--- src/rtl/uart_tx_mmio_ctrl_pkg.sv ---
// uart_pkg: shared types and constants for the memory-mapped UART transmitter.
//   tx_state_e : serializer FSM states
//   REG_*      : register offsets, taken from dataadr[3:2]
//   ST_*       : bit positions inside the STATUS register
`timescale 1ns/1ps
package uart_pkg;

  typedef enum logic [1:0] {
    IDLE  = 2'd0,
    START = 2'd1,
    DATA  = 2'd2,
    STOP  = 2'd3
  } tx_state_e;

  localparam logic [1:0] REG_TXDATA = 2'd0;
  localparam logic [1:0] REG_STATUS = 2'd1;
  localparam logic [1:0] REG_CTRL   = 2'd2;

  localparam int ST_ACTIVE = 0;
  localparam int ST_EMPTY  = 1;
  localparam int ST_FULL   = 2;
  localparam int ST_OVF    = 3;

endpackage

--- src/rtl/uart_tx_mmio_ctrl_if.sv ---
// CPU data-bus slice seen by the UART controller.
//   dataadr_i / writedata_i / memwrite_i : CPU -> peripheral
//   sel_o / readdata_o                   : peripheral -> CPU read mux
// master = CPU side, slave = peripheral side.
`timescale 1ns/1ps
interface uart_tx_mmio_ctrl_if;
  logic [31:0] dataadr_i;
  logic [31:0] writedata_i;
  logic        memwrite_i;
  logic        sel_o;
  logic [31:0] readdata_o;

  modport master (
    output dataadr_i, writedata_i, memwrite_i,
    input  sel_o, readdata_o
  );

  modport slave (
    input  dataadr_i, writedata_i, memwrite_i,
    output sel_o, readdata_o
  );
endinterface

--- src/rtl/uart_tx_mmio_ctrl_sync_fifo.sv ---
// sync_fifo: single-clock first-word-fall-through FIFO.
//   clk_i, rst_i : clock, async active-low reset (pointers only)
//   push, din    : write request / data; accepted when not full, or when
//                  full and a pop happens in the same cycle
//   pop          : consume head (ignored while empty)
//   dout         : current head, valid whenever !empty
//   full, empty  : occupancy flags
`timescale 1ns/1ps
module sync_fifo #(
  parameter int WIDTH = 8,
  parameter int DEPTH = 8
) (
  input  logic             clk_i,
  input  logic             rst_i,
  input  logic             push,
  input  logic             pop,
  input  logic [WIDTH-1:0] din,
  output logic [WIDTH-1:0] dout,
  output logic             full,
  output logic             empty
);
  localparam int AW = $clog2(DEPTH);
  localparam logic [AW:0] PTR_ONE = (AW+1)'(1);

  logic [WIDTH-1:0] mem [DEPTH];
  // extra MSB distinguishes full from empty when the indices match
  logic [AW:0] wr_ptr, rd_ptr;
  logic        do_push, do_pop;

  assign empty   = (wr_ptr == rd_ptr);
  assign full    = (wr_ptr[AW] != rd_ptr[AW]) && (wr_ptr[AW-1:0] == rd_ptr[AW-1:0]);
  assign do_pop  = pop && !empty;
  // when full, the slot being written is the one popped this cycle
  assign do_push = push && (!full || do_pop);
  assign dout    = mem[rd_ptr[AW-1:0]];

  always_ff @(posedge clk_i) begin
    if (do_push) mem[wr_ptr[AW-1:0]] <= din;
  end

  always_ff @(posedge clk_i or negedge rst_i) begin
    if (!rst_i) begin
      wr_ptr <= '0;
      rd_ptr <= '0;
    end else begin
      if (do_push) wr_ptr <= wr_ptr + PTR_ONE;
      if (do_pop)  rd_ptr <= rd_ptr + PTR_ONE;
    end
  end
endmodule

--- src/rtl/uart_tx_mmio_ctrl.sv ---
// uart_tx_mmio_ctrl: memory-mapped 8N1 UART transmitter with TX FIFO.
//   clk_i  : system clock
//   rst_i  : async active-low reset
//   bus    : CPU data bus slice (slave); sel_o flags the 16-byte window,
//            readdata_o is combinational register read data
//   tx_o   : serial line, idle high
//   busy_o : frame in progress or bytes still queued
// Registers (dataadr[3:2]): 0 TXDATA(W), 1 STATUS(R, W1C bit3),
// 2 CTRL(RW bit0 enable), 3 reserved.
`timescale 1ns/1ps
module uart_tx_mmio_ctrl
  import uart_pkg::*;
#(
  parameter int          CLK_FREQ   = 100_000_000,
  parameter int          BAUD       = 115_200,
  parameter logic [31:0] BASE_ADDR  = 32'h0000_FF00,
  parameter int          FIFO_DEPTH = 8
) (
  input  logic                 clk_i,
  input  logic                 rst_i,
  uart_tx_mmio_ctrl_if.slave   bus,
  output logic                 tx_o,
  output logic                 busy_o
);
  localparam int CLKS_PER_BIT = CLK_FREQ / BAUD;
  localparam int CNT_W        = $clog2(CLKS_PER_BIT);
  localparam logic [CNT_W-1:0] LAST_CNT = CNT_W'(CLKS_PER_BIT - 1);
  localparam logic [CNT_W-1:0] CNT_ONE  = CNT_W'(1);

  // decode
  logic       sel, wr;
  logic [1:0] off;
  assign sel = (bus.dataadr_i[31:4] == BASE_ADDR[31:4]);
  assign off = bus.dataadr_i[3:2];
  assign wr  = bus.memwrite_i && sel;

  logic unused_bits;
  assign unused_bits = &{1'b0, bus.dataadr_i[1:0], bus.writedata_i[31:8],
                         bus.writedata_i[7:4], bus.writedata_i[2:1]};

  // FIFO
  logic       push, pop, fifo_full, fifo_empty;
  logic [7:0] fifo_dout;
  assign push = wr && (off == REG_TXDATA);

  sync_fifo #(.WIDTH(8), .DEPTH(FIFO_DEPTH)) u_fifo (
    .clk_i (clk_i),
    .rst_i (rst_i),
    .push  (push),
    .pop   (pop),
    .din   (bus.writedata_i[7:0]),
    .dout  (fifo_dout),
    .full  (fifo_full),
    .empty (fifo_empty)
  );

  // CTRL / overflow
  logic enable, overflow, ovf_set, ovf_clr;
  assign ovf_set = push && fifo_full && !pop;
  assign ovf_clr = wr && (off == REG_STATUS) && bus.writedata_i[3];

  always_ff @(posedge clk_i or negedge rst_i) begin
    if (!rst_i) begin
      enable   <= 1'b0;
      overflow <= 1'b0;
    end else begin
      if (wr && (off == REG_CTRL)) enable <= bus.writedata_i[0];
      // a new overflow beats a simultaneous clear
      overflow <= ovf_set || (overflow && !ovf_clr);
    end
  end

  // serializer
  tx_state_e        state;
  logic [CNT_W-1:0] baud_cnt;
  logic [2:0]       bit_idx;
  logic [7:0]       shift;
  logic             bit_done, tx_active;

  assign bit_done  = (baud_cnt == LAST_CNT);
  assign tx_active = (state != IDLE);
  // load from IDLE, or chain straight out of the last stop-bit cycle
  assign pop = enable && !fifo_empty &&
               ((state == IDLE) || ((state == STOP) && bit_done));

  always_ff @(posedge clk_i or negedge rst_i) begin
    if (!rst_i) begin
      state    <= IDLE;
      baud_cnt <= '0;
      bit_idx  <= '0;
      shift    <= '0;
    end else begin
      case (state)
        IDLE: begin
          baud_cnt <= '0;
          if (pop) begin
            shift <= fifo_dout;
            state <= START;
          end
        end
        START: begin
          if (bit_done) begin
            baud_cnt <= '0;
            bit_idx  <= '0;
            state    <= DATA;
          end else baud_cnt <= baud_cnt + CNT_ONE;
        end
        DATA: begin
          if (bit_done) begin
            baud_cnt <= '0;
            shift    <= shift >> 1;
            if (bit_idx == 3'd7) state <= STOP;
            else bit_idx <= bit_idx + 3'd1;
          end else baud_cnt <= baud_cnt + CNT_ONE;
        end
        STOP: begin
          if (bit_done) begin
            baud_cnt <= '0;
            if (pop) begin
              shift <= fifo_dout;
              state <= START;
            end else state <= IDLE;
          end else baud_cnt <= baud_cnt + CNT_ONE;
        end
        default: state <= IDLE;
      endcase
    end
  end

  // decoded from state so an async reset forces the line high at once
  always_comb begin
    tx_o = 1'b1;
    case (state)
      START:   tx_o = 1'b0;
      DATA:    tx_o = shift[0];
      default: tx_o = 1'b1;
    endcase
  end

  assign busy_o = tx_active || !fifo_empty;

  // read mux
  logic [3:0] status;
  always_comb begin
    status            = '0;
    status[ST_ACTIVE] = tx_active;
    status[ST_EMPTY]  = fifo_empty;
    status[ST_FULL]   = fifo_full;
    status[ST_OVF]    = overflow;
  end

  always_comb begin
    bus.readdata_o = '0;
    if (sel) begin
      case (off)
        REG_STATUS: bus.readdata_o = {28'b0, status};
        REG_CTRL:   bus.readdata_o = {31'b0, enable};
        default:    bus.readdata_o = '0;
      endcase
    end
  end

  assign bus.sel_o = sel;
endmodule

--- src/flat_wrapper.sv ---
// flat-port wrapper written by rule: the top's interface ports become plain ports
module uart_tx_mmio_ctrl_flat import uart_pkg::*;
#(
  parameter int          CLK_FREQ   = 100_000_000,
  parameter int          BAUD       = 115_200,
  parameter logic [31:0] BASE_ADDR  = 32'h0000_FF00,
  parameter int          FIFO_DEPTH = 8
)
  (clk_i, rst_i, tx_o, busy_o, bus_dataadr_i, bus_writedata_i, bus_memwrite_i, bus_sel_o, bus_readdata_o);
  uart_tx_mmio_ctrl_if bus_i ();
  input  logic clk_i;
  input  logic rst_i;
  output logic tx_o;
  output logic busy_o;
  input wire logic [$bits(bus_i.dataadr_i)-1:0] bus_dataadr_i;
  input wire logic [$bits(bus_i.writedata_i)-1:0] bus_writedata_i;
  input wire logic [$bits(bus_i.memwrite_i)-1:0] bus_memwrite_i;
  output wire logic [$bits(bus_i.sel_o)-1:0] bus_sel_o;
  output wire logic [$bits(bus_i.readdata_o)-1:0] bus_readdata_o;
  assign bus_i.dataadr_i = bus_dataadr_i;
  assign bus_i.writedata_i = bus_writedata_i;
  assign bus_i.memwrite_i = bus_memwrite_i;
  assign bus_sel_o = bus_i.sel_o;
  assign bus_readdata_o = bus_i.readdata_o;
  uart_tx_mmio_ctrl #(.CLK_FREQ(CLK_FREQ), .BAUD(BAUD), .BASE_ADDR(BASE_ADDR), .FIFO_DEPTH(FIFO_DEPTH)) u_core (.clk_i(clk_i), .rst_i(rst_i), .bus(bus_i), .tx_o(tx_o), .busy_o(busy_o));
endmodule
--- config.mk ---
export PLATFORM = sky130hd
export DESIGN_NAME = uart_tx_mmio_ctrl_flat
export DESIGN_NICKNAME = d
export VERILOG_FILES = /design/src/rtl/uart_tx_mmio_ctrl_pkg.sv /design/src/rtl/uart_tx_mmio_ctrl_if.sv /design/src/rtl/uart_tx_mmio_ctrl_sync_fifo.sv /design/src/rtl/uart_tx_mmio_ctrl.sv /design/src/flat_wrapper.sv
export SDC_FILE = /design/constraint.sdc
export NUM_CORES = 1
export LEC_CHECK = 0
export CAP_MARGIN = 15
export CORE_ASPECT_RATIO = 0.7
export CORE_MARGIN = 5
export CORE_UTILIZATION = 45
export DETAILED_ROUTE_END_ITERATION = 8
export PLACE_DENSITY = 0.72
export SYNTH_ARGS = -nofsm -noshare
export SYNTH_HDL_FRONTEND = slang
export SYNTH_SLANG_ARGS = --single-unit
--- constraint.sdc ---
create_clock -name clk_i -period 3 [get_ports clk_i]
set_input_delay 0.6 -clock clk_i [delete_from_list [all_inputs] [get_ports clk_i]]
set_output_delay 0.6 -clock clk_i [all_outputs]
set_load 0.005 [all_outputs]
==> results.md, run 1 <==
* Area share of xor/xnor cells in the synthesized design at 0.0361
* Pwr Density at 470 nW/um^2
* R2r setup slk at 420 ps
* Post-synth EDFFs at 64
* Clk Latency, worst-skew pair at 340 ps
* Slew headroom at 0.506
* Simple-Gate Fraction of Synth Area at 0.103
* Total Wirelength at 9050 um
* Die area at 12400 um^2
* Multi-input logic area at 1680 um^2
* Die X at 131 um
* Yosys Warn Count at 0
* Yosys cell types at 44
* RSZ-0062 raised after global routing: false
* Cells on worst reg2reg path at 7
* Critical Path Source Type: input port
* Synth Flop Type: edfxtp_1
* Antenna violations before repair at 0
* Fraction of registers with async set or reset after synthesis at 0.340
* Commonest non-fill, non-tap cell in the layout: edfxtp_1
* CP max-delay cell: or4b_4
* Initial drt markers at 214
* Main area contributors after synthesis: edfxtp_1 (42%), dfrtp_1 (18%), mux4_2 (7.8%)
* Boundary Pins at 102
* Period utilization at 0.984
* Root buf cell: clkbuf_16
* Reg clk slew, reported paths at 60 ps
* Max-slew violation count at 0
* Fin. Hold Viols at 0
* Nets@finish at 473
* Total GRT Usage at 0.156
* Drt drc at 0
* Row Count at 30
* Worst r2r src: u_core.baud_cnt[0]
* Min Hold Slack at 484 ps
* GR Overflow Total at 0
* CTS tree: built
* Clock tree buffer depth at 2
* Diodes inserted at 0
* Initial Util at 0.468
* Leak Pwr at 0.00210 uW
* Fillers at 800
* First-pass GRT wire length at 14600 um
* Compound-gate portion of the synthesized area at 0.0390
* Worst-path maximum fanout at 4
* Post-Synth Adder-Cell Area at 0.0352
* R2R Path End: u_core.u_fifo.mem[5][2]
* Post-synthesis cell count at 331
* Port-buffer cells at 47
* Maxcap violations at 0
* Setup-failing EPs final at 0
* Setup TNS at 0 ps
* Total power at 2590 uW
* DR pass1 iterations at 4
* Data arrival, critical path at 2350 ps
* Post-route cell area at 5500 um^2
* Setup Crit Path Kind: input port to output port
* CP endpoint kind: output port
* Share of layout cells above drive strength 1 at 0.183
* Largest family of logic cells by synthesized area: multiplexers
* Cell Area, Synth at 4620 um^2
* Commonest cells after routing, fill and taps aside: edfxtp_1 (64), clkdlybuf4s50_1 (42), dfrtp_1 (33)
* DRT antenna net count at 0
* Number of synthesized register bits at 97
* Outcome: complete, no violations
* Sequential Area at 2750 um^2
* Non-Filler Instances at 526
* Placed cell count at 508
* Yosys top cell by area: edfxtp_1
* Worst Skew at 7.58 ps
* Core Area at 9870 um^2
* Buf/Inv on CP at 3
* Max rail drop VDD at 0.330 mV
* Avg Vias per Cell at 5.22
* CTS Sinks at 97
* Cts bufs inserted at 9
* CP delay by family, top: simple AND/OR/NAND/NOR gates
* CP cell instances: clkdlybuf4s50_1 -> or4b_4 -> nor4_4 -> buf_4 -> nand2_1 -> nor2_1 -> clkbuf_2
* Avg Cell Area, Syn at 13.9 um^2
* Drt wl/cell at 17.2 um
* Number of global-route vias before repair at 2726
* H-tree depth at 3
* Worst Hold Class: flop to flop
* Mux cell area share after synthesis at 0.123
* # hold bufs at CTS at 0
* GPL Wtd Cong at 0.724
* DP Wirelength at 6380 um
* Die H at 94.7 um
* Synthesis-to-layout area growth at 19.2%
* Via count at 2744
* Dpl cell area at 5200 um^2
* Slew @ Worst Pin at 731 ps
* WP depth at 7
* Worst EP required at 2400 ps
* Critical path origin: bus_dataadr_i[24]
* Period minus WS final at 2950 ps
* Post-synthesis sequential area ratio at 0.595
* Top cell type's share of synthesized area at 0.416
* CP peak stage delay at 540 ps
* CP endpoint: bus_readdata_o[1]
* Pin count of the biggest net entering global routing at 34
* Highest Clock Rate at 339 MHz
* Min-Delay Path Depth at 1
[sequential cells by signal (all words and copies together), names as in the netlist]
register and flops:
u_core.u_fifo.mem 64, u_core.bit_idx 3, u_core.u_fifo.rd_ptr 4, u_core.shift 8, u_core.enable 1, u_core.state 2, u_core.u_fifo.wr_ptr 4, u_core.overflow 1
u_core.baud_cnt 10
[final cells by class]
cell class	count	area share
sequential	97	0.499
multi-input combinational	207	0.305
timing repair buffer	64	0.106
clock buffer	9	0.0409
tap	128	0.0291
clock inverter	7	0.0100
inverter	14	0.00955
[power breakdown]
group / leakage [uW] / switching, uW / internal (uW)
Combinational: 0.000926 / 43.5 / 51.5
Clock: 0.000137 / 497 / 569
Sequential: 0.00104 / 0.00000349 / 1430
[cell families after synthesis]
kind of cell | count (synthesis)
adders and majority gates | 13
xor gates and xnor gates | 19
buffers and inverters | 54
and+or+nand+nor | 86
muxes | 35
AOI/OAI and AO/OA | 26
other | 1
DFF | 97
[synth_stat cells, types with 2 or more instances]
library cell	n
edfxtp_1	64
dfrtp_1	33
buf_4	28
nor2_1	21
nand2_1	20
mux4_2	16
inv_1	14
ha_1	13
o21ai_0	12
xnor2_1	12
nor4_1	11
mux2_2	10
nand3_1	10
mux2i_1	8
clkbuf_1	7
xor2_1	7
nand4_1	6
a22o_1	5
buf_2	3
nor3_1	3
a21o_1	2
and3_1	2
and3_2	2
buf_1	2
[layer usage]
metal,wire [um],global-route usage
met5,0,0
met1,4250,0.219
met3,487,0.0373
met4,110,0.0479
met2,4210,0.244
[through the flow]
step                utilization  worst slack, ps
global placement          0.527             -267
finish                    0.557             49.3
floorplan                     -             -132
global route              0.557             5.05
CTS                       0.557             36.7
detailed placement        0.527             -303
[worst min path at each step]
stage,startpoint,to,slack [ps]
after floorplan,rst_i,u_core.baud_cnt[0],300
after global placement,u_core.overflow,u_core.overflow,470
after detailed placement,u_core.baud_cnt[0],u_core.baud_cnt[0],480
after CTS,u_core.baud_cnt[0],u_core.baud_cnt[0],490
after global routing,u_core.baud_cnt[0],u_core.baud_cnt[0],510
final,u_core.baud_cnt[0],u_core.baud_cnt[0],480
[timing repair]
| item | 4_1_cts | 5_1_grt |
|---|---|---|
| resized for setup | 7 | 8 |
| pin swaps | 5 | 4 |
| buffers inserted | 2 | 0 |
| setup endpoints to repair | 5 | 21 |
Power figures use the tool's default switching activity.
==> run 2: changes to the inputs <==
--- a/config.mk
+++ b/config.mk
@@ -11,6 +11,7 @@
 export CORE_UTILIZATION = 45
 export DETAILED_ROUTE_END_ITERATION = 8
 export PLACE_DENSITY = 0.72
+export SETUP_SLACK_MARGIN = 0.3
 export SYNTH_ARGS = -nofsm -noshare
 export SYNTH_HDL_FRONTEND = slang
 export SYNTH_SLANG_ARGS = --single-unit
==> run 2 against run 1 <==
Clock-buffer cell count is the same. Maximum frequency rose by 10%. Largest cell class unchanged. Critical path depth increased by 1. Clock power is essentially flat. Flip-flop and latch count unchanged. Global-route usage hardly changed. Sequential share of layout area decreased by 1.5 points. Combinational power down 7.7%. Final cell count grew 1.9%. Clock skew grew 2.1 ps. Non-clock buffer count is 9 higher.
==> results.md, run 2 (synthesis gave the netlist of run 1 again) <==
* Period utilization at 0.893
* # hold bufs at CTS at 0
* Boundary Pins at 102
* Cells on worst reg2reg path at 7
* Via count at 2769
* Highest Clock Rate at 373 MHz
* Worst r2r src: u_core.baud_cnt[0]
* Total GRT Usage at 0.156
* Worst-path maximum fanout at 2
* Port-buffer cells at 47
* Nets@finish at 483
* CP cell instances: clkbuf_2 -> or4b_4 -> nor4_4 -> nand2_1 -> buf_6 -> buf_6 -> nor2_2 -> buf_2
* Die area at 12400 um^2
* Total power at 2610 uW
* Worst Skew at 9.72 ps
* Reg clk slew, reported paths at 70 ps
* P_sw at 558 uW
* Row Count at 30
* Maxcap violations at 0
* CP peak stage delay at 540 ps
* Slew headroom at 0.519
* Synthesis-to-layout area growth at 22.9%
* Die H at 94.7 um
* R2r setup slk at 530 ps
* Commonest cells after routing, fill and taps aside: edfxtp_1 (64), dfrtp_1 (33), conb_1 (28)
* Clock tree buffer depth at 2
* Max reg flops at 64
* Share of layout cells above drive strength 1 at 0.245
* Avg Vias per Cell at 5.17
* Switching share of power at 0.214
* Critical Path Source Type: input port
* Outcome: complete, no violations
* First-pass GRT wire length at 14600 um
* Fin. Hold Viols at 0
* Core Area at 9870 um^2
* R2R Path End: u_core.u_fifo.mem[0][1]
* Non-Filler Instances at 536
* Comb pwr share at 0.034
* Pin count of the biggest net entering global routing at 34
* Hold endpoint: u_core.overflow
* GR Overflow Total at 0
* Final Core Density at 0.575
* Number of global-route vias before repair at 2825
* Clk Latency, worst-skew pair at 340 ps
* DP Wirelength at 6320 um
* Max rail drop VDD at 0.415 mV
* Die X at 131 um
* DR pass1 iterations at 4
* Drt wl/cell at 16.8 um
* Max-slew violation count at 0
* Setup TNS at 0 ps
* Cts bufs inserted at 9
* Commonest non-fill, non-tap cell in the layout: edfxtp_1
* GPL Wtd Cong at 0.744
* Fillers at 791
* Diodes inserted at 0
* Pwr Density at 461 nW/um^2
* Period minus WS final at 2680 ps
* H-tree depth at 3
* Min-Delay Path Depth at 1
* Seq pwr share at 0.546
* Hold path start: u_core.overflow
* Initial Util at 0.468
* Slew @ Worst Pin at 712 ps
* Min Hold Slack at 494 ps
* RSZ-0062 raised after global routing: true
* Antenna violations before repair at 0
* Setup-failing EPs final at 0
* CP endpoint kind: output port
* Worst Hold Class: flop to flop
* Total Wirelength at 9020 um
* Int Pwr at 2050 uW
* Clk pwr share at 0.420
* CP max-delay cell: or4b_4
* Setup Crit Path Kind: input port to output port
* Initial drt markers at 164
* Leak Pwr at 0.00223 uW
* CTS tree: built
* Top cell by count, worst path: buf_6
* Drt drc at 0
* CTS Sinks at 97
* Data arrival, critical path at 2080 ps
* Placed cell count at 511
* Worst EP required at 2400 ps
* DRT antenna net count at 0
* Root buf cell: clkbuf_16
-- run 2: cell types whose count changed in the layout (fill, tap and decap cells not counted), moves of 3 or more --
cell             delta
clkdlybuf4s15_1    +10
buf_2               +3
dlygate4sd2_1       +5
nor4_1              -4
buf_6               +5
buf_4               +5
dlymetal6s2s_1      +5
clkdlybuf4s50_1    -26
nor4_2              +3
-- run 2: worst max path at each step --
stage	start	end	slack, ps	depth (start not counted)
2_1_floorplan	bus_dataadr_i[17]	u_core.u_fifo.mem[0][0]	140	4
3_3_place_gp	bus_dataadr_i[17]	bus_readdata_o[2]	-260	6
3_5_place_dp	bus_dataadr_i[17]	bus_sel_o	-280	5
4_1_cts	bus_dataadr_i[29]	bus_readdata_o[2]	300	9
5_1_grt	bus_dataadr_i[24]	bus_readdata_o[2]	240	8
6_report	bus_dataadr_i[24]	bus_readdata_o[2]	320	8
-- run 2: critical path, delay by kind of cell --
kind | cells | cell delay [ps]
and+or+nand+nor | 4 | 1060
buffers and inverters | 4 | 430
-- run 2: final cells by class --
type / count / area (um^2) / share of cell area
flip-flops and latches: 97 / 2750 / 0.484
multi-input cells: 208 / 1780 / 0.313
repair buffers: 73 / 646 / 0.114
clock buffers: 9 / 225 / 0.0397
well taps: 128 / 160 / 0.0282
clock inverters: 7 / 65.1 / 0.0115
inverters: 14 / 52.6 / 0.00927
-- run 2: power groups by stage --
| stage | clock network [uW] | logic (uW) | registers (uW) |
|---|---|---|---|
| 4_1_cts | 1130 | 88.1 | 1430 |
| 2_1_floorplan | 0 | 42.6 | 1460 |
| 3_3_place_gp | 0 | 89.6 | 1460 |
| 6_report | 1100 | 87.7 | 1430 |
| 3_5_place_dp | 0 | 93.2 | 1460 |
| 5_1_grt | 1190 | 98.6 | 1430 |
-- run 2: what timing repair did --
action	4_1_cts	5_1_grt
pin swaps	13	8
cloned	0	1
gates resized for setup	55	24
endpoints found under the setup margin	69	71
setup buffers	7	1
-- run 2: routing by layer --
| layer | part of all wire | track usage | vias to the layer above | routed length (um) |
|---|---|---|---|---|
| li1 | - | - | 1322 | - |
| met1 | 0.48 | 0.225 | 1391 | 4290 |
| met2 | 0.47 | 0.234 | 45 | 4260 |
| met3 | 0.041 | 0.0328 | 11 | 368 |
| met4 | 0.012 | 0.0548 | 0 | 104 |
| met5 | 0 | 0 | - | 0 |
-- run 2: metrics by stage --
stage	area, um^2	setup slack [ps]
finish	5670	320
global route	5670	236
CTS	5620	301
global placement	5270	-256
detailed placement	5270	-284
floorplan	4760	140
==> run 3: changes to the inputs <==
--- a/config.mk
+++ b/config.mk
@@ -7,7 +7,6 @@
 export LEC_CHECK = 0
 export CAP_MARGIN = 15
 export CORE_ASPECT_RATIO = 0.7
-export CORE_MARGIN = 5
 export CORE_UTILIZATION = 45
 export DETAILED_ROUTE_END_ITERATION = 8
 export PLACE_DENSITY = 0.72
==> run 3 against run 2 <==
Die area fell by 14%. Sequential share of layout area fell by 0.50 points. Utilization rose by 0.84 points. Wire length fell by 1.6%. Hold slack improved by 1.8 ps. Combinational power fell by 0.5%. Clock skew fell by 4.0 ps. Flip-flop and latch count did not move. Largest power group unchanged. Via count rose by 0.25%.
==> results.md, run 3 (synthesis gave the netlist of run 1 again) <==
* Worst Skew at 5.70 ps
* Clock tree buffer depth at 2
* Pin count of the biggest net entering global routing at 34
* Pwr Density at 481 nW/um^2
* Port-buffer cells at 47
* CP cell instances: clkbuf_2 -> or4b_4 -> nor4_4 -> buf_4 -> buf_6 -> and3_4 -> buf_6
* Commonest cells after routing, fill and taps aside: edfxtp_1 (64), dfrtp_1 (32), conb_1 (28)
* Via count at 2776
* Antenna violations before repair at 0
* Initial drt markers at 246
* CP peak stage delay at 540 ps
* DR pass1 iterations at 4
* Die area at 10700 um^2
* Setup Crit Path Kind: input port to output port
* CP max-delay cell: or4b_4
* Switching share of power at 0.197
* Int Pwr at 2210 uW
* CP delay by family, top: simple AND/OR/NAND/NOR gates
* Max reg flops at 64
* Drt drc at 0
* Data arrival, critical path at 2020 ps
* RSZ-0062 raised after global routing: false
* GPL Wtd Cong at 0.745
* Die X at 123 um
* Slew headroom at 0.459
* Worst EP required at 2400 ps
* Final Core Density at 0.583
* Avg Vias per Cell at 5.18
* CP endpoint kind: output port
* Total GRT Usage at 0.184
* Drt wl/cell at 16.6 um
* Root buf cell: clkbuf_16
* Core Area at 9830 um^2
* First-pass GRT wire length at 14400 um
* GR Overflow Total at 0
* Placed cell count at 511
* Max rail drop VDD at 0.324 mV
* Fillers at 794
* Share of layout cells above drive strength 1 at 0.250
* Commonest non-fill, non-tap cell in the layout: edfxtp_1
* # hold bufs at CTS at 0
* Pre-CTS WS at -306 ps
* Clk pwr share at 0.450
* Max-slew violation count at 0
* Synthesis-to-layout area growth at 24.2%
* Non-Filler Instances at 536
* Initial Util at 0.469
* H-tree depth at 3
* Leak Pwr at 0.00226 uW
* Reg clk slew, reported paths at 70 ps
* Diodes inserted at 0
* CTS Sinks at 97
* Nets@finish at 483
* CTS tree: built
* Critical Path Source Type: input port
* DP Wirelength at 6090 um
* Period minus WS final at 2620 ps
* Die H at 86.7 um
* Highest Clock Rate at 381 MHz
* Setup WS post-layout at 375 ps
* Boundary Pins at 102
* P_sw at 542 uW
* DRT antenna net count at 0
* Top cell by count, worst path: buf_6
* Worst-path maximum fanout at 2
* Number of global-route vias before repair at 2775
* Maxcap violations at 0
* Cts bufs inserted at 9
* Worst Hold Class: flop to flop
* Total power at 2760 uW
* Setup-failing EPs final at 0
* Comb pwr share at 0.032
* Outcome: complete, no violations
* Total Wirelength at 8880 um
* Fin. Hold Viols at 0
* Seq pwr share at 0.518
* Row Count at 30
* Slew @ Worst Pin at 801 ps
* Buf/Inv on CP at 4
* Clk Latency, worst-skew pair at 340 ps
* Period utilization at 0.875
## run 3: cell types whose count changed in the layout (fill, tap and decap cells not counted), sizes merged
cell	before	now
buf	30	31
bufinv	0	2
clkdlybuf4s15	10	3
clkinv	2	1
dlygate4sd2	7	13
dlymetal6s2s	5	6
inv	19	17
## run 3: power by group through the flow
stage	clock network [uW]	registers (uW)	logic [uW]
floorplan	0	1460	42.6
global placement	0	1460	90.4
global route	1310	1430	99.7
finish	1240	1430	87.3
detailed placement	0	1460	93.8
CTS	1260	1430	87.4
## run 3: stage by stage
| stage | hold slack (ps) | area, um^2 | setup TNS, ps |
|---|---|---|---|
| after floorplan | 304 | 4760 | 0 |
| after global placement | 471 | 5270 | -4750 |
| after global routing | 502 | 5730 | 0 |
| final | 496 | 5730 | 0 |
| after detailed placement | 473 | 5270 | -7070 |
| after CTS | 500 | 5630 | 0 |
## run 3: per-layer routing
layer | share of wire | GRT usage | wire [um] | vias up
met2 | 0.48 | 0.280 | 4270 | 74
met3 | 0.050 | 0.0493 | 445 | 6
met4 | 0.0050 | 0.0581 | 44 | 0
li1 | - | - | - | 1317
met5 | 0 | 0 | 0 | -
met1 | 0.46 | 0.259 | 4120 | 1379
## run 3: path summary, 6_finish.rpt
| path | end | slack [ps] | from | depth (start not counted) |
|---|---|---|---|---|
| max in group asynchronous | u_core.shift[5] | 2010 | rst_i | 2 |
| worst max register to register | u_core.u_fifo.mem[7][0] | 470 | u_core.baud_cnt[0] | 7 |
| min in group asynchronous | u_core.overflow | 660 | rst_i | 2 |
| worst min-delay path | u_core.overflow | 500 | u_core.overflow | 1 |
| worst min register to register | u_core.overflow | 500 | u_core.overflow | 1 |
| worst max-delay path | bus_readdata_o[3] | 380 | bus_dataadr_i[24] | 7 |
## run 3: final cells by class
| class | count | area, um^2 | area share |
|---|---|---|---|
| Clock buffer | 10 | 229 | 0.0399 |
| Multi-Input combinational cell | 208 | 1800 | 0.313 |
| Sequential cell | 97 | 2750 | 0.479 |
| Inverter | 14 | 52.6 | 0.00917 |
| Tap cell | 128 | 160 | 0.0279 |
| Timing Repair Buffer | 73 | 648 | 0.113 |
| Clock inverter | 6 | 97.6 | 0.0170 |
## run 3: repair_timing
action	CTS	global route
hold endpoints to repair	0	0
resized for setup	48	31
setup buffers	5	3
gates cloned	0	1
setup endpoints to repair	69	72
pin swaps	11	7
